File: config.mk
export PLATFORM = sky130hd
export DESIGN_NAME = sync_fifo_ctrl
export DESIGN_NICKNAME = d
export VERILOG_FILES = /design/src/rtl/sync_fifo_ctrl.sv
export SDC_FILE = /design/constraint.sdc
export NUM_CORES = 1
export LEC_CHECK = 0
export CORE_AREA = 2 2 43 85
export DETAILED_ROUTE_END_ITERATION = 12
export DIE_AREA = 0 0 45 87
export PLACE_DENSITY_LB_ADDON = 0.12
export SLEW_MARGIN = 10
export SYNTH_ARGS = -nofsm -noshare
export SYNTH_HDL_FRONTEND = slang
export SYNTH_SLANG_ARGS = --single-unit
File: constraint.sdc
create_clock -name clk -period 2.84 [get_ports clk]
set_input_delay 0.426 -clock clk [delete_from_list [all_inputs] [get_ports clk]]
set_output_delay 0.426 -clock clk [all_outputs]
set_load 0.02 [all_outputs]
File: src/rtl/sync_fifo_ctrl.sv
// Control stage for a synchronous FIFO: drives a dual-port RAM's enables and addresses from push/pop.
// Flags and the rd_valid strobe are registered; a pop's RAM data is valid one cycle after the pop.
module sync_fifo_ctrl #(
  parameter int DEPTH     = 64,
  parameter int AFULL_TH  = DEPTH - 4,
  parameter int AEMPTY_TH = 4,
  localparam int AW       = $clog2(DEPTH)
) (
  input  logic          clk,
  input  logic          rst,
  input  logic          wr_en,
  input  logic          rd_en,
  output logic          ram_we,
  output logic [AW-1:0] ram_waddr,
  output logic          ram_re,
  output logic [AW-1:0] ram_raddr,
  output logic          rd_valid,
  output logic          full,
  output logic          empty,
  output logic          almost_full,
  output logic          almost_empty,
  output logic [AW:0]   count,
  output logic          overflow,
  output logic          underflow
);

  localparam logic [AW:0] ONE     = (AW+1)'(1);
  localparam logic [AW:0] FULL_C  = (AW+1)'(DEPTH);
  localparam logic [AW:0] AF_TH   = (AW+1)'(AFULL_TH);
  localparam logic [AW:0] AE_TH   = (AW+1)'(AEMPTY_TH);

  logic [AW:0] wptr, rptr;
  logic [AW:0] count_nxt;
  logic        wa, ra;

  // Acceptance uses the registered flags, so a full FIFO can still pop and an empty one still push.
  assign wa        = wr_en & ~full;
  assign ra        = rd_en & ~empty;
  assign ram_we    = wa;
  assign ram_re    = ra;
  assign ram_waddr = wptr[AW-1:0];
  assign ram_raddr = rptr[AW-1:0];

  always_comb begin
    count_nxt = count;
    case ({wa, ra})
      2'b10:   count_nxt = count + ONE;
      2'b01:   count_nxt = count - ONE;
      default: count_nxt = count;
    endcase
  end

  always_ff @(posedge clk) begin
    if (rst) begin
      wptr         <= '0;
      rptr         <= '0;
      count        <= '0;
      full         <= 1'b0;
      empty        <= 1'b1;
      almost_full  <= 1'b0;
      almost_empty <= 1'b1;
      overflow     <= 1'b0;
      underflow    <= 1'b0;
      rd_valid     <= 1'b0;
    end else begin
      wptr         <= wptr + {{AW{1'b0}}, wa};
      rptr         <= rptr + {{AW{1'b0}}, ra};
      count        <= count_nxt;
      // Flags come from the next count so they line up with the count they describe.
      full         <= (count_nxt == FULL_C);
      empty        <= (count_nxt == '0);
      almost_full  <= (count_nxt >= AF_TH);
      almost_empty <= (count_nxt <= AE_TH);
      overflow     <= wr_en & full;
      underflow    <= rd_en & empty;
      rd_valid     <= ra;
    end
  end

endmodule

Word level (Yosys, flattened, before mapping) --
Index checks and enable logic that the tools add are counted.
Word-level totals: logic and storage cells 27, latch bits 0, register bits after elaboration 28, input port bits 4, RAM bits 0, memories 0, bits in read-only memories 0
Operators by class: divide/modulo/power cells 0, reductions and logical operators 1, equality and inequality tests 3, $mul 0, bitwise operators 6, mux-type cells 1, order comparisons 2, shift-type cells 0, add/subtract/negate cells 4
Operator list (number):
- adder 7 x 1 -> 7 bit | 2
- one-hot mux 7 bit (2 select lines) | 1
- adder 7 x 1 -> 7 bit (second input constant) | 1
- equality test 7 bit (second input constant) | 1
- greater-or-equal comparator 7 x 6 -> 1 bit (second input constant) | 1
- <= comparator 7 x 3 -> 1 bit (second input constant) | 1
- zero test 7 bit | 1
- subtractor 7 x 1 -> 7 bit (second input constant) | 1
- AND 1 bit | 4
- equality test 2 x 1 -> 1 bit (second input constant) | 1
- equality test 2 bit (second input constant) | 1
- inverter 1 bit | 2

Logic depth before layout (Yosys ltp) --
Gate-level depths: netlist of the first run.
word-level depth 5, gate-level depth with buffers 12

Least setup slack after synthesis of the first run --
OpenSTA, ideal clock, no wires.
kind reg2reg, start point register empty, end point register almost_full, path slack 0.006 ns, clock period less this slack 2.834 ns, required time 2.693 ns, arrival 2.687 ns, cell stages (with the launch flop) 13, path through dfxtp_1 > nand2b_1 > clkbuf_1 > clkinv_1 > nand2_1 > xnor2_1 > ha_1 > a21oi_1 > nand2b_1 > or4_1 > o31ai_1 > xnor2_1 > o32ai_1
Between the ends: word-level cells in the longest chain between the ends 5, elaborated cells on any way between the ends 6
Ends and longest elaborated chain:
- from (decl) | line 19 | output logic empty,
- from (signal assigned) | line 71 | empty <= (count_nxt == '0);
- inverter 1 bit (*) | line 38 | assign ra = rd_en & ~empty;
- AND 1 bit (*) | line 38
- equality test 2 x 1 -> 1 bit or equality test 2 bit (tied branches) | line 46 | case ({wa, ra})
- one-hot mux 7 bit (2 select lines) (*) | line 46
- greater-or-equal comparator 7 x 6 -> 1 bit (*) | line 72 | almost_full <= (count_nxt >= AF_TH);
- to (signal assigned) | line 72
- to (decl) | line 20 | output logic almost_full,
Every way passes the cells marked *; elsewhere a longest branch is shown, timed or not. A chain may end at the register's enable or synchronous reset.

Worst setup path in the final report of the first run --
start point input rd_en, end point register almost_empty
Between the ends: word-level cells in the longest chain between the ends 4, elaborated cells on any way between the ends 5
Ends and longest elaborated chain:
- from (decl) | line 12 | input logic rd_en,
- AND 1 bit (*) | line 38
- equality test 2 x 1 -> 1 bit or equality test 2 bit (tied branches) | line 46
- one-hot mux 7 bit (2 select lines) (*) | line 46
- <= comparator 7 x 3 -> 1 bit (*) | line 73 | almost_empty <= (count_nxt <= AE_TH);
- to (signal assigned) | line 73
- to (decl) | line 21 | output logic almost_empty,
Marked as above.

==> reports/qor_table.md, run 1 <==
| Result | Reported | Unit |
| --- | --- | --- |
| Yosys reg bits | 26 | - |
| Number of distinct library cell variants in the gate-level netlist after synthesis | 47 | - |
| Final-stage net count | 199 | - |
| Worst hold margin | 0.4515 | ns |
| Vertical die dimension | 87 | um |
| Worst clock skew | 0.002937 | ns |
| Setup violations, final | 0 | - |
| # Max-Cap Violations | 0 | - |
| Floorplan die width | 45 | um |
| Fraction of the mapped netlist area in compound gates | 16.46 | % |
| Largest family of logic cells by synthesized area | simple AND/OR/NAND/NOR gates | - |
| Synthesized net count | 163 | - |
| Clock tree from TritonCTS | done | - |
| Post-layout minimum cycle time | 2.648 | ns |
| Mean cell area of the mapped netlist | 9.035 | sq um |
| Fraction of synthesized area in multiplexers | 1.799 | % |
| Final HPWL from detailed placement | 2.233 | mm |
| Sequential element share of the synthesized area | 37.41 | % |
| Critical path class | input pin to flop | - |
| Core area | 3303 | sq um |
| CP peak stage delay | 0.42 | ns |
| Met3 routed wirelength | 119 | um |
| Top sig layer | met4 | - |
| Cell Area, Synth | 1391 | sq um |
| Initial cell density of the core | 42.12 | % |
| P per Cell Area | 740.6 | nW/um^2 |
| Layout filler cell count | 296 | - |
| Largest voltage drop on the vdd net | 0.0003766 | V |
| RSZ-0062 raised after global routing | false | - |
| Achievable frequency | 377.7 | MHz |
| Most common cell after layout, fill and taps aside | clkdlybuf4s50_1 | - |
| Global-route wire length before repair | 5.057 | mm |
| Hold violation count in the final report | 0 | - |
| Share of the clock period used by the worst path after layout | 93.23 | % |
| Fraction of registers with async set/reset | 0 | % |
| Run status | finished, final reports clean | - |
| Row count | 30 | - |
| TritonCTS buffer count | 3 | - |
| Data arrival time of the worst path | 2.82 | ns |
| Worst path most repeated cell | buf_4 | - |
| Worst-path maximum fanout | 7 | - |
| Grt total ovfl | 0 | - |
| Gr usage total | 16.92 | % |
| Number of sinks on the clock net | 26 | - |
| Diodes inserted | 0 | - |
| Routability congestion estimate | 0.8855 | - |
| Routed vias | 1186 | - |
| Syn-to-layout area delta | 31.29 | % |
| Top library cells by usage in the layout, fill and taps aside | clkdlybuf4s50_1, dfxtp_1, nor2_1 | - |
| Antenna Violating Nets Remaining | 0 | - |
| Drt first-iter violations | 45 | - |
| Post-detailed-route wirelength per cell | 13.86 | um |
| Cells traversed along the worst timing path | clkdlybuf4s50_1 -> nand2b_1 -> clkinv_1 -> buf_4 -> ha_1 -> buf_4 -> a21oi_1 -> a21boi_0 -> nor3_1 -> xnor2_1 -> buf_4 -> o21a_1 -> a31o_1 | - |
| Final wirelength | 3.062 | mm |
| Initial antenna violation count | 0 | - |
| Routed length on met2 | 1.498 | mm |
| Number of I/O pins | 32 | - |
| Floorplan die area | 3915 | sq um |
| Routed metal-1 wirelength | 1.391 | mm |
| Static power due to leakage | 0.7061 | nW |
| Share of cells above drive strength 1 | 12.70 | % |
| Kind of cell with the highest combined delay on the critical path | buffers and inverters | - |
| Required @ worst endpoint | 3.01 | ns |
| Area share of and/or/nand/nor cells after synthesis | 22.93 | % |
| Most common flop cell mapped by yosys | dfxtp_1 | - |
| Class of the tightest hold or removal check | flop to flop | - |
| Synthesized instance count | 154 | - |
| Post-synth EDFFs | 0 | - |
| Via count of the first global-routing pass | 1074 | - |
| Area of combinational cells with multiple inputs | 783.3 | sq um |
| Xor/xnor cell area share of the yosys netlist | 10.07 | % |
| Share of synthesized cell area in full adder, half adder and majority cells | 4.496 | % |
| Number of detailed-routing iterations run before antenna repair | 4 | - |
| Sort of element at the end of the critical path | flop | - |
| Clock latency of the later-clocked register in the worst-skew pair | 0.27 | ns |
| DRC violation count after routing | 0 | - |
| Max Buffers Root-to-Sink | 2 | - |
| Number of I/O port buffers | 31 | - |
| Buf+Inv Stages, Crit Path | 5 | - |
| Pin count of the biggest net entering global routing | 16 | - |
| Count of yosys warnings during synthesis | 0 | - |
| Slew at the pin closest to its max-slew limit | 0.4320 | ns |
| Root buf cell | clkbuf_8 | - |
| Element type at the critical path start | input pin | - |
| Number of max-slew violations in the final report | 0 | - |
| # H-tree levels | 1 | - |
| Per-cell via count in the routed design | 5.367 | - |
| Area of all sequential standard cells | 520.5 | sq um |
| Clock-pin slew of the registers on the worst-case setup and hold paths | 0.09 | ns |
| Hold Buf Count CTS | 0 | - |
| Master of the slowest instance on the critical path | clkdlybuf4s50_1 | - |
| Layout Utilization | 55.30 | % |
| Relative slew slack | 71.11 | % |
[synthesized netlist by cell type (all sizes together) (2+ instances only)]
library cell / n / area share (%)
ha: 5 / 4.5
o21a: 2 / 1.6
a31o: 2 / 1.3
xor2: 6 / 3.8
a21oi: 8 / 2.9
xnor2: 10 / 6.3
clkbuf: 3 / 0.81
nor2b: 4 / 1.8
or4: 2 / 1.3
o32ai: 2 / 1.8
nand2: 6 / 1.6
nor3: 3 / 1.1
nand3b: 2 / 1.1
and2: 2 / 0.99
or2: 2 / 0.90
nand3: 7 / 2.5
and3: 3 / 1.3
buf: 7 / 4.1
nand2b: 3 / 1.3
o22ai: 2 / 0.90
o211ai: 3 / 1.6
inv: 6 / 1.6
dfxtp: 26 / 37
nor2: 21 / 5.7
o31ai: 2 / 1.1
[power by group]
| part | switching, W | leakage [nW] | internal, W |
|---|---|---|---|
| sequential | 0.0000674 | 0.212 | 0.000412 |
| combinational | 0.000280 | 0.459 | 0.000284 |
| clock | 0.000122 | 0.0357 | 0.000189 |
[cells by family (layout without fill, tap and decap cells)]
kind of cell | count (synthesis) | count (layout)
compound gates | 29 | 29
xor+xnor | 16 | 16
simple gates | 59 | 59
mux | 2 | 2
buf+inv | 17 | 52
flops | 26 | 26
fa+ha+maj | 5 | 5
[what timing repair did]
| item | 4_1_cts | 5_1_grt |
|---|---|---|
| buffers inserted | 0 | 1 |
| endpoints found under the setup margin | 0 | 2 |
| hold endpoints to repair | 0 | 0 |
| resized for setup | 0 | 1 |
[per-stage QoR]
step                TNS [ns]  power [W]  std cells  area (sq um)  worst slack [ns]
floorplan                  0  0.0008596        154          1391          0.006353
global placement     -0.1130   0.001040        216          1740          -0.05647
detailed placement   -0.2221   0.001037        216          1740          -0.09665
CTS                        0   0.001352        220          1812            0.1865
global route               0   0.001440        221          1827           0.01572
finish                     0   0.001353        221          1827            0.1921
[layer usage]
| metal | GRT usage, % | up-vias |
|---|---|---|
| li1 | - | 604 |
| met1 | 23.72 | 537 |
| met2 | 26.23 | 39 |
| met3 | 2.075 | 6 |
| met4 | 5.615 | 0 |
| met5 | 0 | - |
[path summary, 6_finish.rpt]
check                           startpoint           end  slack (ns)  depth (start not counted)
worst max-delay path                 rd_en  almost_empty        0.19                         13
worst min-delay path                  full      overflow        0.45                          2
worst max register to register       empty  almost_empty        0.39                         12
worst min register to register        full      overflow        0.45                          2
[state kept, by name, summed over array words and instances (netlist names)]
signal,count
overflow,1
count,7
rptr,6
full,1
wptr,6
rd_valid,1
empty,1
almost_empty,1
almost_full,1
underflow,1
[tightest hold or removal path, stage by stage (launching register included)]
cell and delay [ns]:
dfxtp_1 0.32, nand2_1 0.06, nor2_1 0.03
[area by class of cell]
| class | instances | share of cell area (%) |
|---|---|---|
| inverter | 7 | 1.438 |
| clock inverter | 1 | 1.644 |
| tap | 32 | 2.192 |
| sequential | 26 | 28.49 |
| multi-input combinational | 111 | 42.88 |
| timing repair buffer | 41 | 21.10 |
| clock buffer | 3 | 2.260 |
No activity file was read; power rests on OpenSTA's default activity.
==> run 2: changes to the inputs <==
- CTS_CLUSTER_DIAMETER: not set -> 40
==> results of run 2 <==
Same layout as run 1: the final DEF is identical, and so are final timing and power.
==> run 3: changes to the inputs <==
- CORE_AREA: 2 2 43 85 -> 3 3 44 86
- DIE_AREA: 0 0 45 87 -> 0 0 47 89
==> run 3 against run 2 <==
Compared with the run above: worst hold slack better by 0.0051 ns; utilization up 2.1 points; clock skew grew 0.0025 ns; non-clock buffer count rose by 3; highest routed layer unchanged; critical path depth decreased by 1; final area grew 0.27%.
==> reports/qor_table.md, run 3 (same netlist as run 1, synthesis figures left out) <==
| Result | Reported | Unit | Delta |
| --- | --- | --- | --- |
| Setup violations, final | 0 | - | unchanged |
| Data arrival time of the worst path | 2.76 | ns | -0.06 ns |
| Hold path cells | 2 | - | unchanged |
| Top library cells by usage in the layout, fill and taps aside | clkdlybuf4s50_1, dfxtp_1, nor2_1 | - |  |
| Worst hold margin | 0.4566 | ns | +0.005114 ns |
| Share of cells above drive strength 1 | 14.06 | % | +1.4 points |
| Number of max-slew violations in the final report | 0 | - | unchanged |
| P per Cell Area | 714.5 | nW/um^2 | -3.5% |
| Floorplan die width | 47 | um | +4.4% |
| Run status | finished, final reports clean | - |  |
| Share of power burned in registers | 36.7 | % | +1.3 points |
| Routability congestion estimate | 0.9524 | - | +7.6% |
| Final-stage net count | 202 | - | +1.5% |
| Clock-pin slew of the registers on the worst-case setup and hold paths | 0.09 | ns | about the same |
| Clock network fraction of total power | 18.1 | % | -4.8 points |
| CP peak stage delay | 0.47 | ns | +0.05 ns |
| Combinational share of power | 45.2 | % | +3.5 points |
| Static power due to leakage | 0.7134 | nW | +1.0% |
| Sort of element at the end of the critical path | flop | - |  |
| Pin count of the biggest net entering global routing | 15 | - | -1 |
| Via count of the first global-routing pass | 1282 | - | +19% |
| Slew at the pin closest to its max-slew limit | 0.4884 | ns | +0.05636 ns |
| Core area | 3193 | sq um | -3.3% |
| Achievable frequency | 385.4 | MHz | +2.0% |
| Post-layout minimum cycle time | 2.595 | ns | -0.05309 ns |
| Layout filler cell count | 279 | - | -5.7% |
| Initial antenna violation count | 0 | - | unchanged |
| Class of the tightest hold or removal check | flop to flop | - |  |
| Worst clock skew | 0.005389 | ns | +0.002451 ns |
| Number of I/O pins | 32 | - | unchanged |
| Syn-to-layout area delta | 31.65 | % |  |
| Final Non-Filler Cells | 223 | - | +0.90% |
| Max Buffers Root-to-Sink | 2 | - | unchanged |
| Critical path class | input pin to flop | - |  |
| TritonCTS buffer count | 3 | - | unchanged |
| Switching power | 0.0004746 | W | +1.2% |
| Diodes inserted | 0 | - | unchanged |
| DRC violation count after routing | 0 | - | unchanged |
| Register containing the most flip-flops in the final layout | count | - |  |
| Most common cell after layout, fill and taps aside | clkdlybuf4s50_1 | - |  |
| # H-tree levels | 1 | - | unchanged |
| Antenna Violating Nets Remaining | 0 | - | unchanged |
| Element type at the critical path start | input pin | - |  |
| Number of buffers inserted to repair setup after CTS | 0 | - | unchanged |
| Relative slew slack | 67.34 | % | -3.8 points |
| R2r worst-path depth | 11 | - | -1 |
| Floorplan die area | 4183 | sq um | +6.8% |
| Required @ worst endpoint | 3.01 | ns | about the same |
| Hold violation count in the final report | 0 | - | unchanged |
| # Max-Cap Violations | 0 | - | unchanged |
| Share of the clock period used by the worst path after layout | 91.37 | % | -1.9 points |
| Grt total ovfl | 0 | - | unchanged |
| Per-cell via count in the routed design | 5.605 | - | +4.5% |
| Number of instances in the placed design | 219 | - | +1.4% |
| Flip-flop count of the largest register after layout | 7 | - | unchanged |
| Number of I/O port buffers | 31 | - | unchanged |
| Buf+Inv Stages, Crit Path | 2 | - | -3 |
| Kind of cell with the highest combined delay on the critical path | simple AND/OR/NAND/NOR gates | - |  |
| Final HPWL from detailed placement | 2.654 | mm | +19% |
| Drt first-iter violations | 30 | - | -33% |
| Number of detailed-routing iterations run before antenna repair | 4 | - | unchanged |
| Clock tree from TritonCTS | done | - |  |
| Routed vias | 1250 | - | +5.4% |
| Post-route setup TNS | 0 | ns | unchanged |
| Internal power component | 0.0008343 | W | -5.6% |
| RSZ-0062 raised after global routing | false | - |  |
| Clock latency of the later-clocked register in the worst-skew pair | 0.27 | ns | about the same |
| Master of the slowest instance on the critical path | clkdlybuf4s50_1 | - |  |
| Root buf cell | clkbuf_8 | - |  |
| Largest voltage drop on the vdd net | 0.0004608 | V | +22% |
| Vertical die dimension | 89 | um | +2.3% |
| Gr usage total | 18.57 | % | +1.7 points |
| Final wirelength | 3.371 | mm | +10% |
| Number of sinks on the clock net | 26 | - | unchanged |
| Post-detailed-route wirelength per cell | 15.12 | um | +9.1% |
| Crit. path cell count | 12 | - | -1 |
| Global-route wire length before repair | 5.733 | mm | +13% |
| Worst-path maximum fanout | 5 | - | -2 |
| Worst path most repeated cell | nand2b_1 | - |  |
| Largest registers | count (7), rptr (6), wptr (6) | - |  |
| Cells traversed along the worst timing path | clkdlybuf4s50_1 -> nand2b_1 -> clkinv_1 -> nand2_1 -> xnor2_1 -> ha_1 -> a21oi_1 -> nand2b_1 -> or4_1 -> o31ai_1 -> xnor2_2 -> a31o_1 | - |  |
| Row count | 29 | - | -3.3% |
| Initial cell density of the core | 43.57 | % | +1.5 points |
| Net switching fraction of the power | 36.26 | % | +1.6 points |
==> run 3: layer usage <==
layer | up-vias | GRT usage, % | share of wire [%]
li1 | 606 | - | -
met1 | 582 | 19.16 | 35
met2 | 46 | 33.58 | 57
met3 | 16 | 3.629 | 4.7
met4 | 0 | 8.816 | 3.1
met5 | - | 0 | 0
==> run 3: through the flow <==
| stage | worst slack (ns) | total power (W) | cell area (sq um) | utilization [%] |
|---|---|---|---|---|
| after floorplan | 0.006353 | 0.0008596 | 1391 | - |
| after global placement | -0.07995 | 0.001059 | 1769 | 55.41 |
| after detailed placement | -0.1134 | 0.001074 | 1769 | 55.41 |
| after CTS | 0.1611 | 0.001317 | 1824 | 57.13 |
| after global routing | 0.06786 | 0.001391 | 1832 | 57.37 |
| final | 0.2452 | 0.001309 | 1832 | 57.37 |
==> run 3: cell type report <==
type | count | area, sq um | share of cell area [%]
Inverter | 7 | 26.28 | 1.434
Tap cell | 31 | 38.79 | 2.117
Sequential cell | 26 | 520.5 | 28.42
Multi-Input combinational cell | 111 | 783.3 | 42.76
Timing Repair Buffer | 44 | 407.9 | 22.27
Clock buffer | 4 | 55.05 | 3.005
==> run 3: worst reg2reg max path: stages (launching register included) <==
cell and delay (ns):
dfxtp_1 0.35, nand2b_1 0.14, clkinv_1 0.08, nand2_1 0.10
xnor2_1 0.13, ha_1 0.23, a21oi_1 0.09, nand2b_1 0.18
or4_1 0.47, o31ai_1 0.12, xnor2_2 0.17, a31o_1 0.23
==> run 3: power groups by stage <==
| stage | clock network, W | logic, W | registers (W) |
|---|---|---|---|
| floorplan | 0 | 0.000350 | 0.000510 |
| finish | 0.000237 | 0.000591 | 0.000480 |
| global route | 0.000261 | 0.000642 | 0.000488 |
| global placement | 0 | 0.000574 | 0.000485 |
| CTS | 0.000248 | 0.000591 | 0.000479 |
| detailed placement | 0 | 0.000587 | 0.000487 |
==> run 3: timing repair <==
action,4_1_cts,5_1_grt
gates resized for setup,0,1
hold buffers,0,0
setup endpoints to repair,0,1
==> run 3: worst paths after layout <==
kind                                  to  slack, ns  start
worst max-delay path               empty       0.25  rd_en
worst min-delay path            overflow       0.46   full
worst max register to register     empty       0.45  empty
worst min register to register  overflow       0.46   full
